### src/rtl/ex_mem_pipe_pkg.sv
// Shared constants and pipeline-action encoding for the MIPS pipeline
// registers (if_id, id_ex, ex_mem, mem_wb).
package ex_mem_pipe_pkg;

  localparam logic [7:0]  NOP_OP       = 8'h00;
  localparam logic [31:0] ZeroWord     = 32'h0000_0000;
  localparam logic [4:0]  NOPRegAddr   = 5'b00000;
  localparam logic        WriteDisable = 1'b0;

  // Bit positions of each stage inside the ctrl stall vector.
  localparam int STALL_PC  = 0;
  localparam int STALL_IF  = 1;
  localparam int STALL_ID  = 2;
  localparam int STALL_EX  = 3;
  localparam int STALL_MEM = 4;
  localparam int STALL_WB  = 5;

  // What a pipeline register does on the coming clock edge.
  typedef enum logic [2:0] {
    ACT_RESET   = 3'd0,
    ACT_FLUSH   = 3'd1,
    ACT_BUBBLE  = 3'd2,
    ACT_HOLD    = 3'd3,
    ACT_ADVANCE = 3'd4
  } pipe_action_e;

  // Both flush and a downstream-free stall insert a bubble into the next stage.
  function automatic logic is_bubble(input pipe_action_e a);
    return (a == ACT_FLUSH) || (a == ACT_BUBBLE);
  endfunction

endpackage

### src/rtl/ex_mem_pipe_ctl.sv
// pipe_stage_ctl: decodes rst/flush/stall into one pipe_action for the
// pipeline register that owns stall bit STAGE_IDX (its successor owns
// STAGE_IDX+1). Purely combinational.
module pipe_stage_ctl
  import ex_mem_pipe_pkg::*;
#(
  parameter int STALL_W   = 6,
  parameter int STAGE_IDX = 3
) (
  input  logic               rst,
  input  logic               flush,
  input  logic [STALL_W-1:0] stall,
  output pipe_action_e       action,
  output logic               illegal_o
);

  logic s_e;
  logic s_m;
  logic unused_stall;

  assign s_e          = stall[STAGE_IDX];
  assign s_m          = stall[STAGE_IDX+1];
  assign unused_stall = ^stall;

  // Priority decode; a stalled successor with a running producer is illegal
  // and is treated as a hold so nothing is lost.
  always_comb begin
    action    = ACT_ADVANCE;
    illegal_o = !s_e && s_m;
    if (rst)              action = ACT_RESET;
    else if (flush)       action = ACT_FLUSH;
    else if (s_e && !s_m) action = ACT_BUBBLE;
    else if (s_m)         action = ACT_HOLD;
  end

endmodule

### src/rtl/ex_mem_pipe.sv
// ex_mem_pipe: EX->MEM pipeline register with stall hold, bubble insertion,
// flush and a valid bit, plus storage of multi-cycle EX progress
// (hilo_temp/cnt) across a stall.
// Optional build macro EX_MEM_PERF_EN adds saturating bubble/hold counters.
//
// Handshake: there is no valid/ready pair; ctrl's stall vector is the
// back-pressure. stall[STAGE_IDX] means EX cannot hand over, stall[STAGE_IDX+1]
// means MEM cannot accept; mem_valid qualifies every mem_* output.
module ex_mem_pipe
  import ex_mem_pipe_pkg::*;
#(
  parameter int DATA_W     = 32,
  parameter int REG_ADDR_W = 5,
  parameter int ALUOP_W    = 8,
  parameter int CNT_W      = 2,
  parameter int STALL_W    = 6,
  parameter int STAGE_IDX  = 3
) (
  input  logic                  clk,
  input  logic                  rst,
  input  logic [STALL_W-1:0]    stall,
  input  logic                  flush,
  input  logic                  ex_valid,
  input  logic [REG_ADDR_W-1:0] ex_wd,
  input  logic                  ex_wreg,
  input  logic [DATA_W-1:0]     ex_wdata,
  input  logic [DATA_W-1:0]     ex_hi,
  input  logic [DATA_W-1:0]     ex_lo,
  input  logic                  ex_whilo,
  input  logic [ALUOP_W-1:0]    ex_aluop,
  input  logic [DATA_W-1:0]     ex_mem_addr,
  input  logic [DATA_W-1:0]     ex_reg2,
  input  logic [2*DATA_W-1:0]   ex_hilo_temp,
  input  logic [CNT_W-1:0]      ex_cnt,
  output logic                  mem_valid,
  output logic [REG_ADDR_W-1:0] mem_wd,
  output logic                  mem_wreg,
  output logic [DATA_W-1:0]     mem_wdata,
  output logic [DATA_W-1:0]     mem_hi,
  output logic [DATA_W-1:0]     mem_lo,
  output logic                  mem_whilo,
  output logic [ALUOP_W-1:0]    mem_aluop,
  output logic [DATA_W-1:0]     mem_mem_addr,
  output logic [DATA_W-1:0]     mem_reg2,
  output logic [2*DATA_W-1:0]   hilo_temp_o,
  output logic [CNT_W-1:0]      cnt_o
`ifdef EX_MEM_PERF_EN
  ,
  output logic [31:0]           perf_bubbles,
  output logic [31:0]           perf_holds
`endif
);

  pipe_action_e action;
  logic         illegal_stall;

  logic                  valid_q, valid_d;
  logic [REG_ADDR_W-1:0] wd_q, wd_d;
  logic                  wreg_q, wreg_d;
  logic [DATA_W-1:0]     wdata_q, wdata_d;
  logic [DATA_W-1:0]     hi_q, hi_d;
  logic [DATA_W-1:0]     lo_q, lo_d;
  logic                  whilo_q, whilo_d;
  logic [ALUOP_W-1:0]    aluop_q, aluop_d;
  logic [DATA_W-1:0]     addr_q, addr_d;
  logic [DATA_W-1:0]     reg2_q, reg2_d;
  logic [2*DATA_W-1:0]   hilo_temp_q, hilo_temp_d;
  logic [CNT_W-1:0]      cnt_q, cnt_d;

  pipe_stage_ctl #(
    .STALL_W   (STALL_W),
    .STAGE_IDX (STAGE_IDX)
  ) u_ctl (
    .rst       (rst),
    .flush     (flush),
    .stall     (stall),
    .action    (action),
    .illegal_o (illegal_stall)
  );

  // Next-state for the MEM entry and the saved multi-cycle progress.
  always_comb begin
    valid_d     = valid_q;
    wd_d        = wd_q;
    wreg_d      = wreg_q;
    wdata_d     = wdata_q;
    hi_d        = hi_q;
    lo_d        = lo_q;
    whilo_d     = whilo_q;
    aluop_d     = aluop_q;
    addr_d      = addr_q;
    reg2_d      = reg2_q;
    hilo_temp_d = hilo_temp_q;
    cnt_d       = cnt_q;
    if (action != ACT_HOLD) begin
      // Reset, flush and stall bubble all leave an empty MEM entry behind.
      valid_d     = 1'b0;
      wd_d        = REG_ADDR_W'(NOPRegAddr);
      wreg_d      = WriteDisable;
      wdata_d     = DATA_W'(ZeroWord);
      hi_d        = DATA_W'(ZeroWord);
      lo_d        = DATA_W'(ZeroWord);
      whilo_d     = WriteDisable;
      aluop_d     = ALUOP_W'(NOP_OP);
      addr_d      = DATA_W'(ZeroWord);
      reg2_d      = DATA_W'(ZeroWord);
      hilo_temp_d = '0;
      cnt_d       = '0;
    end
    if (action == ACT_BUBBLE) begin
      // EX is stuck mid-op: keep its partial result so it can resume.
      hilo_temp_d = ex_hilo_temp;
      cnt_d       = ex_cnt;
    end else if (action == ACT_ADVANCE) begin
      valid_d = ex_valid;
      wd_d    = ex_wd;
      wreg_d  = ex_wreg;
      wdata_d = ex_wdata;
      hi_d    = ex_hi;
      lo_d    = ex_lo;
      whilo_d = ex_whilo;
      aluop_d = ex_aluop;
      addr_d  = ex_mem_addr;
      reg2_d  = ex_reg2;
    end
  end

  // Pipeline register; reset is folded into the action decode.
  always_ff @(posedge clk) begin
    valid_q     <= valid_d;
    wd_q        <= wd_d;
    wreg_q      <= wreg_d;
    wdata_q     <= wdata_d;
    hi_q        <= hi_d;
    lo_q        <= lo_d;
    whilo_q     <= whilo_d;
    aluop_q     <= aluop_d;
    addr_q      <= addr_d;
    reg2_q      <= reg2_d;
    hilo_temp_q <= hilo_temp_d;
    cnt_q       <= cnt_d;
  end

  assign mem_valid    = valid_q;
  assign mem_wd       = wd_q;
  assign mem_wreg     = wreg_q;
  assign mem_wdata    = wdata_q;
  assign mem_hi       = hi_q;
  assign mem_lo       = lo_q;
  assign mem_whilo    = whilo_q;
  assign mem_aluop    = aluop_q;
  assign mem_mem_addr = addr_q;
  assign mem_reg2     = reg2_q;
  assign hilo_temp_o  = hilo_temp_q;
  assign cnt_o        = cnt_q;

  // ctrl must never stall MEM while letting EX run.
  a_legal_stall: assert property (@(posedge clk) disable iff (rst) !illegal_stall);

`ifdef EX_MEM_PERF_EN
  logic [31:0] perf_bubbles_q, perf_bubbles_d;
  logic [31:0] perf_holds_q, perf_holds_d;

  // Saturating event counters for bubble and hold cycles.
  always_comb begin
    perf_bubbles_d = perf_bubbles_q;
    perf_holds_d   = perf_holds_q;
    if (action == ACT_RESET) begin
      perf_bubbles_d = '0;
      perf_holds_d   = '0;
    end else if (is_bubble(action)) begin
      if (perf_bubbles_q != 32'hFFFF_FFFF) perf_bubbles_d = perf_bubbles_q + 32'd1;
    end else if (action == ACT_HOLD) begin
      if (perf_holds_q != 32'hFFFF_FFFF) perf_holds_d = perf_holds_q + 32'd1;
    end
  end

  // Counter registers.
  always_ff @(posedge clk) begin
    perf_bubbles_q <= perf_bubbles_d;
    perf_holds_q   <= perf_holds_d;
  end

  assign perf_bubbles = perf_bubbles_q;
  assign perf_holds   = perf_holds_q;
`endif

endmodule

### config.mk
export PLATFORM = sky130hd
export DESIGN_NAME = ex_mem_pipe
export DESIGN_NICKNAME = d
export VERILOG_FILES = /design/src/rtl/ex_mem_pipe_pkg.sv /design/src/rtl/ex_mem_pipe_ctl.sv /design/src/rtl/ex_mem_pipe.sv
export SDC_FILE = /design/constraint.sdc
export NUM_CORES = 1
export LEC_CHECK = 0
export ABC_CLOCK_PERIOD_IN_PS = 3700
export BUFFER_PORTS_ARGS = -buffer_cell sky130_fd_sc_hd__buf_2
export CAP_MARGIN = 0
export CORE_AREA = 4 4 189 191
export CTS_CLUSTER_DIAMETER = 80
export CTS_CLUSTER_SIZE = 8
export DETAILED_ROUTE_END_ITERATION = 7
export DIE_AREA = 0 0 193 195
export HOLD_SLACK_MARGIN = 0.08
export PLACE_DENSITY = 0.64
export SLEW_MARGIN = 10
export SYNTH_ARGS = -nofsm -noshare
export SYNTH_HDL_FRONTEND = slang
export SYNTH_SLANG_ARGS = --single-unit
### constraint.sdc
create_clock -name clk -period 3.7 [get_ports clk]
set_input_delay 0.37 -clock clk [delete_from_list [all_inputs] [get_ports clk]]
set_output_delay 0.37 -clock clk [all_outputs]
set_load 0.01 [all_outputs]
==> impl_metrics.env <==
export IMPL_htreeDepth=2
export IMPL_setup_viol=0
export IMPL_cp_max_fo=242
export IMPL_power_frac_clock_pct=46.6
export IMPL_wl_um=29800
export IMPL_r2r_end="mem_hi[18]"
export IMPL_yosys_area_top_type="dfxtp_1"
export IMPL_r2r_slack_ns=3.04
export IMPL_holdPathEnd="hilo_temp_o[42]"
export IMPL_port_buffers=488
export IMPL_cp_slowest_cell="buf_12"
export IMPL_power_frac_seq_pct=45.1
export IMPL_peakVddDrop_mv=0.272
export IMPL_status="complete, no violations"
export IMPL_crit_arrival_ns=2.04
export IMPL_hold_start="ex_hilo_temp[42]"
export IMPL_avgViaCountPerCell=4.43
export IMPL_drtIter0Drc=276
export IMPL_hold_violations=0
export IMPL_num_rows=68
export IMPL_worstRegToRegCells=2
export IMPL_comb_power_share_pct=8.3
export IMPL_setup_tns_ns=0
export IMPL_cp_cell_sequence="buf_8 > buf_12 > or3b_1 > a21oi_2"
export IMPL_dp_cells=1796
export IMPL_netlist_instances=925
export IMPL_clock_sinks=242
export IMPL_reg2reg_from="mem_hi[18]"
export IMPL_numCtsBuffers=36
export IMPL_dp_hpwl_um=21100
export IMPL_core_mm2=0.0341
export IMPL_start_kind="input port"
export IMPL_hold_path_class="input port to flop"
export IMPL_cts_setup_buffers=0
export IMPL_synth_fp_nets=1176
export IMPL_period_share_pct=45.7
export IMPL_slowest_delay_ns=0.48
export IMPL_final_cell_mix="486 x buf_2, 176 x nand2_1, 176 x or3b_1, 176 x dfxtp_1, 100 x a21oi_2"
export IMPL_yosys_top_cells_area="dfxtp_1 35%, edfxtp_1 20%, or3b_1 15%"
export IMPL_synth_top_cell_area_share_pct=35.2
export IMPL_stdcell_area_mm2=0.0136
export IMPL_grt_max_degree=243
export IMPL_clock_latency_ns=0.50
export IMPL_crit_path_start="stall[4]"
export IMPL_hold_buffers=0
export IMPL_ys_seq_area_share_pct=55.0
export IMPL_start_util_pct=29.4
export IMPL_p_switching_w=0.00144
export IMPL_ys_ff_latch=242
export IMPL_finalClockSkew_ns=0
export IMPL_gp_congestion=0.801
export IMPL_die_w_um=193
export IMPL_cap_violations=0
export IMPL_slew_headroom_pct=23.2
export IMPL_vias=8181
export IMPL_die_h_um=195
export IMPL_p_int_w=0.00483
export IMPL_grt_pass1_wl_um=44100
export IMPL_antenna_found_initial=5
export IMPL_clk_pin_slew_worst_paths_ns=0.05
export IMPL_syn2layout_area_growth_pct=35.3
export IMPL_clock_fmax_mhz=591
export IMPL_switching_share_pct=22.9
export IMPL_hold_path_depth=2
export IMPL_finalMaxSlewViolations=0
export IMPL_cp_data_required_time_ns=4.05
export IMPL_ctsLongestPathBuffers=3
export IMPL_placed_area_mm2=0.0126
export IMPL_track_usage_pct=14.6
export IMPL_avgRoutedWirePerCell_um=16.1
export IMPL_drive_gt1_share_pct=46.3
export IMPL_grt_ovfl_total=0
export IMPL_crit_type="input port to flop"
export IMPL_ctsResizeCount=0
export IMPL_dr_pass1_iters=4
export IMPL_ys_warn_count=0
export IMPL_p_leak_nw=5.91
export IMPL_die_area_mm2=0.0376
export IMPL_io_pins=493
export IMPL_crit_path_end_kind="flop"
export IMPL_power_density_mw_per_mm2=462
export IMPL_cts_tree="built"
export IMPL_worst_slew_pin_slew_ns=1.15
export IMPL_period_needed_ns=1.69
export IMPL_avgSynthCellArea_um2=10.8
export IMPL_grt_setup_unrepaired="no"
export IMPL_synth_area_mm2=0.0100
export IMPL_ys_types=15
export IMPL_drtAntennaViolNets=0
export IMPL_grt_pass1_vias=7784
export IMPL_final_common_cell="buf_2"
export IMPL_final_nets=1630
export IMPL_stdcell_count=1847
export IMPL_drcViolationCount=0
export IMPL_clockRootBuffer="clkbuf_16"
[Yosys cell counts, drive strengths merged]
library cell	number
a21oi	176
and2	66
buf	73
clkbuf	12
dfxtp	176
edfxtp	66
nand2	177
nor2	1
nor4b	1
or2	1
or3b	176
[layer usage]
metal	global-route usage, %	part of all wire [%]
met2	24.4	47
met4	5.27	3.2
met3	4.76	9.8
met5	0	0.091
met1	17.6	40
[state kept, by name, summed over array words and instances, names as in the netlist, 2 cells and up]
| name | cells |
|---|---|
| mem_aluop | 8 |
| hilo_temp_o | 64 |
| mem_lo | 32 |
| mem_wdata | 32 |
| mem_hi | 32 |
| cnt_o | 2 |
| mem_mem_addr | 32 |
| mem_wd | 5 |
| mem_reg2 | 32 |
[how the worst max path moves through the flow]
| stage | endpoint | slack, ns | cells past startpoint |
|---|---|---|---|
| floorplan | cnt_o[0] | 1.05 | 4 |
| global placement | hilo_temp_o[35] | 1.55 | 3 |
| detailed placement | hilo_temp_o[35] | 1.52 | 3 |
| CTS | hilo_temp_o[20] | 2.06 | 3 |
| global route | mem_aluop[1] | 1.95 | 4 |
| finish | mem_hi[22] | 2.01 | 4 |
[cells by family after synthesis]
logic type / after synthesis / share of synthesized area, %
AO/OA/AOI/OAI: 176 / 12.5
buffers and inverters: 85 / 6.03
flip-flops: 242 / 55.0
AND/OR/NAND/NOR: 422 / 26.5
[through the flow]
step	total power (W)	hold slack, ns	worst slack (ns)	util, %
6_report	0.00627	0.138	2.01	39.7
5_1_grt	0.00655	0.113	1.95	39.7
4_1_cts	0.00639	0.103	2.06	39.7
3_5_place_dp	0.00341	0.451	1.52	36.8
3_3_place_gp	0.00340	0.446	1.55	36.8
2_1_floorplan	0.00318	0.483	1.05	-
[power by group through the flow]
stage / combinational [W] / clock [W] / sequential, W
floorplan: 0.000262 / 0 / 0.00292
global placement: 0.000524 / 0 / 0.00288
detailed placement: 0.000528 / 0 / 0.00288
CTS: 0.000530 / 0.00303 / 0.00283
global route: 0.000575 / 0.00314 / 0.00283
finish: 0.000521 / 0.00292 / 0.00283
[cell type report]
class / count / area (um2)
clock buffers: 47 / 963
well taps: 455 / 569
diodes: 1 / 2.50
multi-input cells: 598 / 3910
clock inverters: 3 / 25.0
fillers: 3427 / 20600
flip-flops and latches: 242 / 5510
repair buffers: 501 / 2580
[worst max-delay path: cells and delay by family]
family,cells,cell delay [ns]
buffers and inverters,2,0.87
AND/OR/NAND/NOR,1,0.24
AO/OA/AOI/OAI,1,0.05
(Power assumes the default switching activity.)
